$ cat config.mk
export PLATFORM = sky130hd
export DESIGN_NAME = ram_dump_tx
export DESIGN_NICKNAME = d
export VERILOG_FILES = /design/src/rtl/ram_dump_tx_pkg.sv /design/src/rtl/ram_dump_tx_word_serializer.sv /design/src/rtl/ram_dump_tx.sv
export SDC_FILE = /design/constraint.sdc
export NUM_CORES = 1
export LEC_CHECK = 0
export CAP_MARGIN = 25
export CORE_MARGIN = 1.5
export CORE_UTILIZATION = 40
export CTS_BUF_LIST = sky130_fd_sc_hd__clkbuf_4
export DETAILED_ROUTE_END_ITERATION = 8
export GPL_ROUTABILITY_DRIVEN = 0
export PLACE_DENSITY = 0.7
export SLEW_MARGIN = 25
export SYNTH_ARGS = -nofsm -noshare
export SYNTH_HDL_FRONTEND = slang
export SYNTH_SLANG_ARGS = --single-unit
$ cat constraint.sdc
create_clock -name i_clock -period 1.7 [get_ports i_clock]
set_input_delay 0.34 -clock i_clock [delete_from_list [all_inputs] [get_ports i_clock]]
set_output_delay 0.34 -clock i_clock [all_outputs]
set_load 0.005 [all_outputs]
$ cat src/rtl/ram_dump_tx_pkg.sv
// ram_dump_tx_pkg: shared types and helpers for the post-halt RAM dumper.
// Holds the FSM state enum, the bytes-per-word derivation and a counter width helper.
package ram_dump_tx_pkg;

  typedef enum logic [2:0] {
    S_IDLE,
    S_READ,
    S_LATCH,
    S_SEND,
    S_WAIT,
    S_DONE
  } state_t;

  // Bytes needed to carry one RAM word, rounding up.
  function automatic int nbytes(input int dw, input int bw);
    return (dw + bw - 1) / bw;
  endfunction

  // Bits needed to count 0..v-1, never less than one.
  function automatic int clog2(input int v);
    int w;
    w = 1;
    while ((1 << w) < v) w++;
    return w;
  endfunction

endpackage

$ cat src/rtl/ram_dump_tx_word_serializer.sv
// word_serializer: loads one RAM word zero-extended to whole bytes and
// presents it MSB byte first. Ports: clk, reset, load, shift, word in; cur_byte, last out.
module word_serializer
  import ram_dump_tx_pkg::*;
#(
  parameter int DATA_LENGTH = 16,
  parameter int BYTE_W      = 8
) (
  input  logic                   clk,
  input  logic                   reset,
  input  logic                   load,
  input  logic                   shift,
  input  logic [DATA_LENGTH-1:0] word,
  output logic [BYTE_W-1:0]      cur_byte,
  output logic                   last
);

  localparam int NB = nbytes(DATA_LENGTH, BYTE_W);
  localparam int SW = NB * BYTE_W;
  localparam int IW = clog2(NB);
  localparam logic [IW-1:0] LAST_IDX = IW'(NB - 1);

  logic [SW-1:0] sreg;
  logic [IW-1:0] idx;

  always_ff @(posedge clk) begin
    if (reset) begin
      sreg <= '0;
      idx  <= '0;
    end else if (load) begin
      sreg <= SW'(word);
      idx  <= '0;
    end else if (shift) begin
      sreg <= sreg << BYTE_W;
      idx  <= idx + 1'b1;
    end
  end

  assign cur_byte = sreg[SW-1 -: BYTE_W];
  assign last     = (idx == LAST_IDX);

endmodule

$ cat src/rtl/ram_dump_tx.sv
// ram_dump_tx: on a CPU halt rising edge, reads N_WORDS RAM words from BASE_ADDR
// and streams them MSB byte first to a UART (start/done). Ports: clock, reset, halt, RAM read port, UART tx, busy/done status.
module ram_dump_tx
  import ram_dump_tx_pkg::*;
#(
  parameter int DATA_LENGTH = 16,
  parameter int ADDR_LENGTH = 11,
  parameter int N_WORDS     = 8,
  parameter int BASE_ADDR   = 0,
  parameter int BYTE_W      = 8
) (
  input  logic                   i_clock,
  input  logic                   i_reset,
  input  logic                   i_halt,
  output logic [ADDR_LENGTH-1:0] o_rd_addr,
  input  logic [DATA_LENGTH-1:0] i_rd_data,
  output logic                   o_tx_start,
  output logic [BYTE_W-1:0]      o_tx_data,
  input  logic                   i_tx_done,
  output logic                   o_busy,
  output logic                   o_dump_done
);

  localparam int WCW = clog2(N_WORDS);
  localparam logic [WCW-1:0] LAST_WORD = WCW'(N_WORDS - 1);
  localparam logic [ADDR_LENGTH-1:0] BASE = ADDR_LENGTH'(BASE_ADDR);

  state_t         state, state_n;
  logic           halt_q;
  logic           halt_rise;
  logic [WCW-1:0] word_idx, word_idx_n;
  logic           load, shift, last;

  // halt_q resets low, so a halt already high at reset release reads as an edge.
  assign halt_rise = i_halt & ~halt_q;

  // Address arithmetic is truncated to the RAM width, wrapping past the top.
  assign o_rd_addr = BASE + ADDR_LENGTH'(word_idx);

  always_ff @(posedge i_clock) begin
    if (i_reset) begin
      state    <= S_IDLE;
      halt_q   <= 1'b0;
      word_idx <= '0;
    end else begin
      state    <= state_n;
      halt_q   <= i_halt;
      word_idx <= word_idx_n;
    end
  end

  always_comb begin
    state_n     = state;
    word_idx_n  = word_idx;
    load        = 1'b0;
    shift       = 1'b0;
    o_tx_start  = 1'b0;
    o_busy      = 1'b0;
    o_dump_done = 1'b0;
    unique case (state)
      S_IDLE: begin
        if (halt_rise) begin
          state_n    = S_READ;
          word_idx_n = '0;
        end
      end
      S_READ: begin
        o_busy  = 1'b1;
        state_n = S_LATCH;
      end
      S_LATCH: begin
        o_busy  = 1'b1;
        load    = 1'b1;
        state_n = S_SEND;
      end
      S_SEND: begin
        o_busy     = 1'b1;
        o_tx_start = 1'b1;
        state_n    = S_WAIT;
      end
      S_WAIT: begin
        o_busy = 1'b1;
        if (i_tx_done) begin
          if (!last) begin
            shift   = 1'b1;
            state_n = S_SEND;
          end else if (word_idx != LAST_WORD) begin
            word_idx_n = word_idx + 1'b1;
            state_n    = S_READ;
          end else begin
            state_n = S_DONE;
          end
        end
      end
      S_DONE: begin
        o_dump_done = 1'b1;
        if (!i_halt) state_n = S_IDLE;
      end
      default: state_n = S_IDLE;
    endcase
  end

  word_serializer #(
    .DATA_LENGTH(DATA_LENGTH),
    .BYTE_W     (BYTE_W)
  ) u_ser (
    .clk     (i_clock),
    .reset   (i_reset),
    .load    (load),
    .shift   (shift),
    .word    (i_rd_data),
    .cur_byte(o_tx_data),
    .last    (last)
  );

endmodule

==> impl_metrics.py <==
metrics = {
    "critical_path": {
        "crit_type": "register to primary output",
        "path_max_fanout": 6,
        "arrival_ps": 1230,
        "required_ps": 1360,
        "startpoint_type": "register",
        "end_kind": "primary output",
    },
    "die": {
        "dieArea_um2": 3770,
        "io_pins": 42,
        "fp.dieH_um": 61.4,
        "dieWidth_um": 61.4,
        "core-area_um2": 3310,
        "initial_core_util": 0.412,
        "rows": 21,
    },
    "power_and_ir_drop": {
        "peakVddDrop_v": 0.000495,
        "p_leak_nw": 0.604,
        "power_density_nw_per_um2": 1270,
    },
    "drt": {
        "avgRoutedWirePerCell_um": 13.7,
        "dr.pass1.iters": 4,
        "drt_iter0_markers": 26,
        "viasPerCell": 5.27,
        "drc": 0,
        "wirelength_mm": 3.05,
        "num_vias": 1176,
        "antenna_left": 0,
    },
    "sta": {
        "hold_ws_ps": 496,
        "fin_crit_sh": 0.922,
        "final_hold_viol_count": 0,
        "tightest_slew_ps": 507,
        "finalSetupViolations": 0,
        "period_minus_slack_ps": 1570,
        "maxSlewHeadroom": 0.660,
        "fin_skew_ps": 7.83,
        "fmax_mhz": 638,
        "final_max_slew_viol_count": 0,
        "rsz0062_at_grt": "false",
    },
    "cells_and_area": {
        "syn_to_final_growth_pct": 26.6,
        "nFillCells": 329,
        "multi_input_area_um2": 714,
        "final-seq-area_um2": 485,
        "finalNetCount": 200,
        "stdcell_area_um2": 1730,
        "num_antenna_cells": 0,
        "drive_gt1_frac": 0.153,
    },
    "yosys": {
        "synth_cells": 150,
        "syn_area_per_cell_um2": 9.10,
        "ys_top_cells_by_count": "dfxtp_1 (24), a21oi_1 (17), buf_4 (17)",
        "syn_area_um2": 1370,
        "synthArstFlopShare": 0,
        "synth.most_common_cell": "dfxtp_1",
        "synth_top_area_frac": 0.352,
        "synth_top_area_cell": "dfxtp_1",
        "synth.distinct_cells": 42,
        "yosys-top-cells-area": "dfxtp_1 (35%), buf_4 (9.3%), a21oi_1 (6.2%)",
        "synth_edf_count": 0,
        "yosys_most_used_dff": "dfxtp_1",
        "ys_seq_area_frac": 0.352,
        "ys_seq_elements": 24,
        "yosysWarnings": 0,
    },
    "clock_network": {
        "ctsHtreeMaxLevel": 1,
        "ctsLongestPathBuffers": 2,
        "cts_buffers": 3,
        "clk_latency_ps": 310,
        "post-cts-setup-buffer-count": 0,
        "root_buffer": "clkbuf_4",
        "cts_tree": "built",
        "clk_pin_slew_worst_paths_ps": 140,
        "clock-sinks": 24,
    },
    "placed_design": {
        "dpl_cell_area_um2": 1700,
        "dp_hpwl_mm": 2.25,
        "port_buffers": 33,
    },
    "min_path": {
        "hold_path_class": "register to register",
    },
    "global_route": {
        "grt_use_total": 0.171,
        "grt_start_max_net_pins": 21,
        "overflow": 0,
        "grt_pass1_vias": 1096,
        "grt_pass1_wl_mm": 4.84,
        "antenna_found_initial": 0,
    },
    "status": {
        "status": "complete, no violations",
    },
    "run": {
        "max_cap_viol_count": 0,
    },
}
layer usage:
layer,share of wire,wire length [um],vias up,global-route usage
li1,-,-,589,-
met1,0.47,1420,557,0.229
met2,0.49,1490,26,0.281
met3,0.030,92,4,0.0273
met4,0.015,46,0,0.0608
met5,0,0,-,0
worst paths after layout:
check | start | end | slack (ps) | cells after the start
min reg2reg | u_ser.sreg[7] | u_ser.sreg[7] | 500 | 2
max | state[2] | o_tx_start | 130 | 3
max reg2reg | state[0] | state[0] | 160 | 4
min | u_ser.sreg[7] | u_ser.sreg[7] | 500 | 2
cell families (layout without fill, tap and decap cells):
group / count (synthesis) / in the layout / synth area share
compound gates: 50 / 50 / 0.253
xor+xnor: 1 / 1 / 0.00642
fa+ha+maj: 2 / 2 / 0.0183
buf+inv: 32 / 52 / 0.148
flops: 24 / 24 / 0.352
mux: 4 / 4 / 0.0293
other cells: 1 / 8 / 0.00275
simple gates: 36 / 36 / 0.191
timing repair:
item	CTS	global route
setup endpoints to repair	3	0
hold buffers	0	0
hold endpoints to repair	0	0
gates resized for setup	8	0
layout make-up:
type                    instances  share of cell area
multi-input cells             101               0.413
flip-flops and latches         24               0.281
repair buffers                 46               0.253
well taps                      46              0.0333
clock buffers                   3              0.0130
inverters                       2             0.00434
clock inverters                 1             0.00217
where the power goes:
group / switching, mW / leakage (nW) / internal (mW)
logic: 0.582 / 0.392 / 0.556
clock network: 0.170 / 0.0154 / 0.0857
registers: 0.116 / 0.196 / 0.693
total: 0.867 / 0.604 / 1.33
critical path: stages, from the launching register on:
cell           delay (ps)
dfxtp_4               380
nand2b_1              170
nor2_2                120
dlygate4sd2_1         250
registers in the layout (all words and copies together), names as in the netlist:
signal / cells
u_ser.sreg: 16
state: 3
word_idx: 3
halt_q: 1
u_ser.last: 1
cell usage in the layout, fill, tap and decap left out, types with 2 or more instances in the layout:
master / Yosys / layout
dfxtp_1: 24 / 22
clkdlybuf4s50_1: 0 / 30
buf_4: 17 / 12
nor3_2: 2 / 2
dlygate4sd2_1: 0 / 3
nand2b_1: 8 / 8
a32oi_1: 8 / 8
ha_1: 2 / 2
mux2i_1: 4 / 4
nand4bb_1: 2 / 2
a22oi_1: 8 / 8
inv_1: 2 / 2
a21oi_1: 17 / 17
conb_1: 1 / 8
nor2b_1: 2 / 2
nand3_1: 8 / 8
clkbuf_4: 0 / 3
nand2_1: 2 / 2
nor2_2: 0 / 2
o211ai_1: 7 / 7
per-stage QoR:
stage | power, mW | worst slack (ps) | cells | util | TNS [ps]
3_3_place_gp | 1.93 | -3.44 | 219 | 0.512 | -3.44
6_report | 2.20 | 132 | 223 | 0.522 | 0
2_1_floorplan | 1.60 | 442 | 157 | - | 0
4_1_cts | 2.21 | 119 | 223 | 0.522 | 0
3_5_place_dp | 1.95 | -19.3 | 219 | 0.512 | -19.3
5_1_grt | 2.37 | 36.2 | 223 | 0.522 | 0
Power figures use the tool's default switching activity.
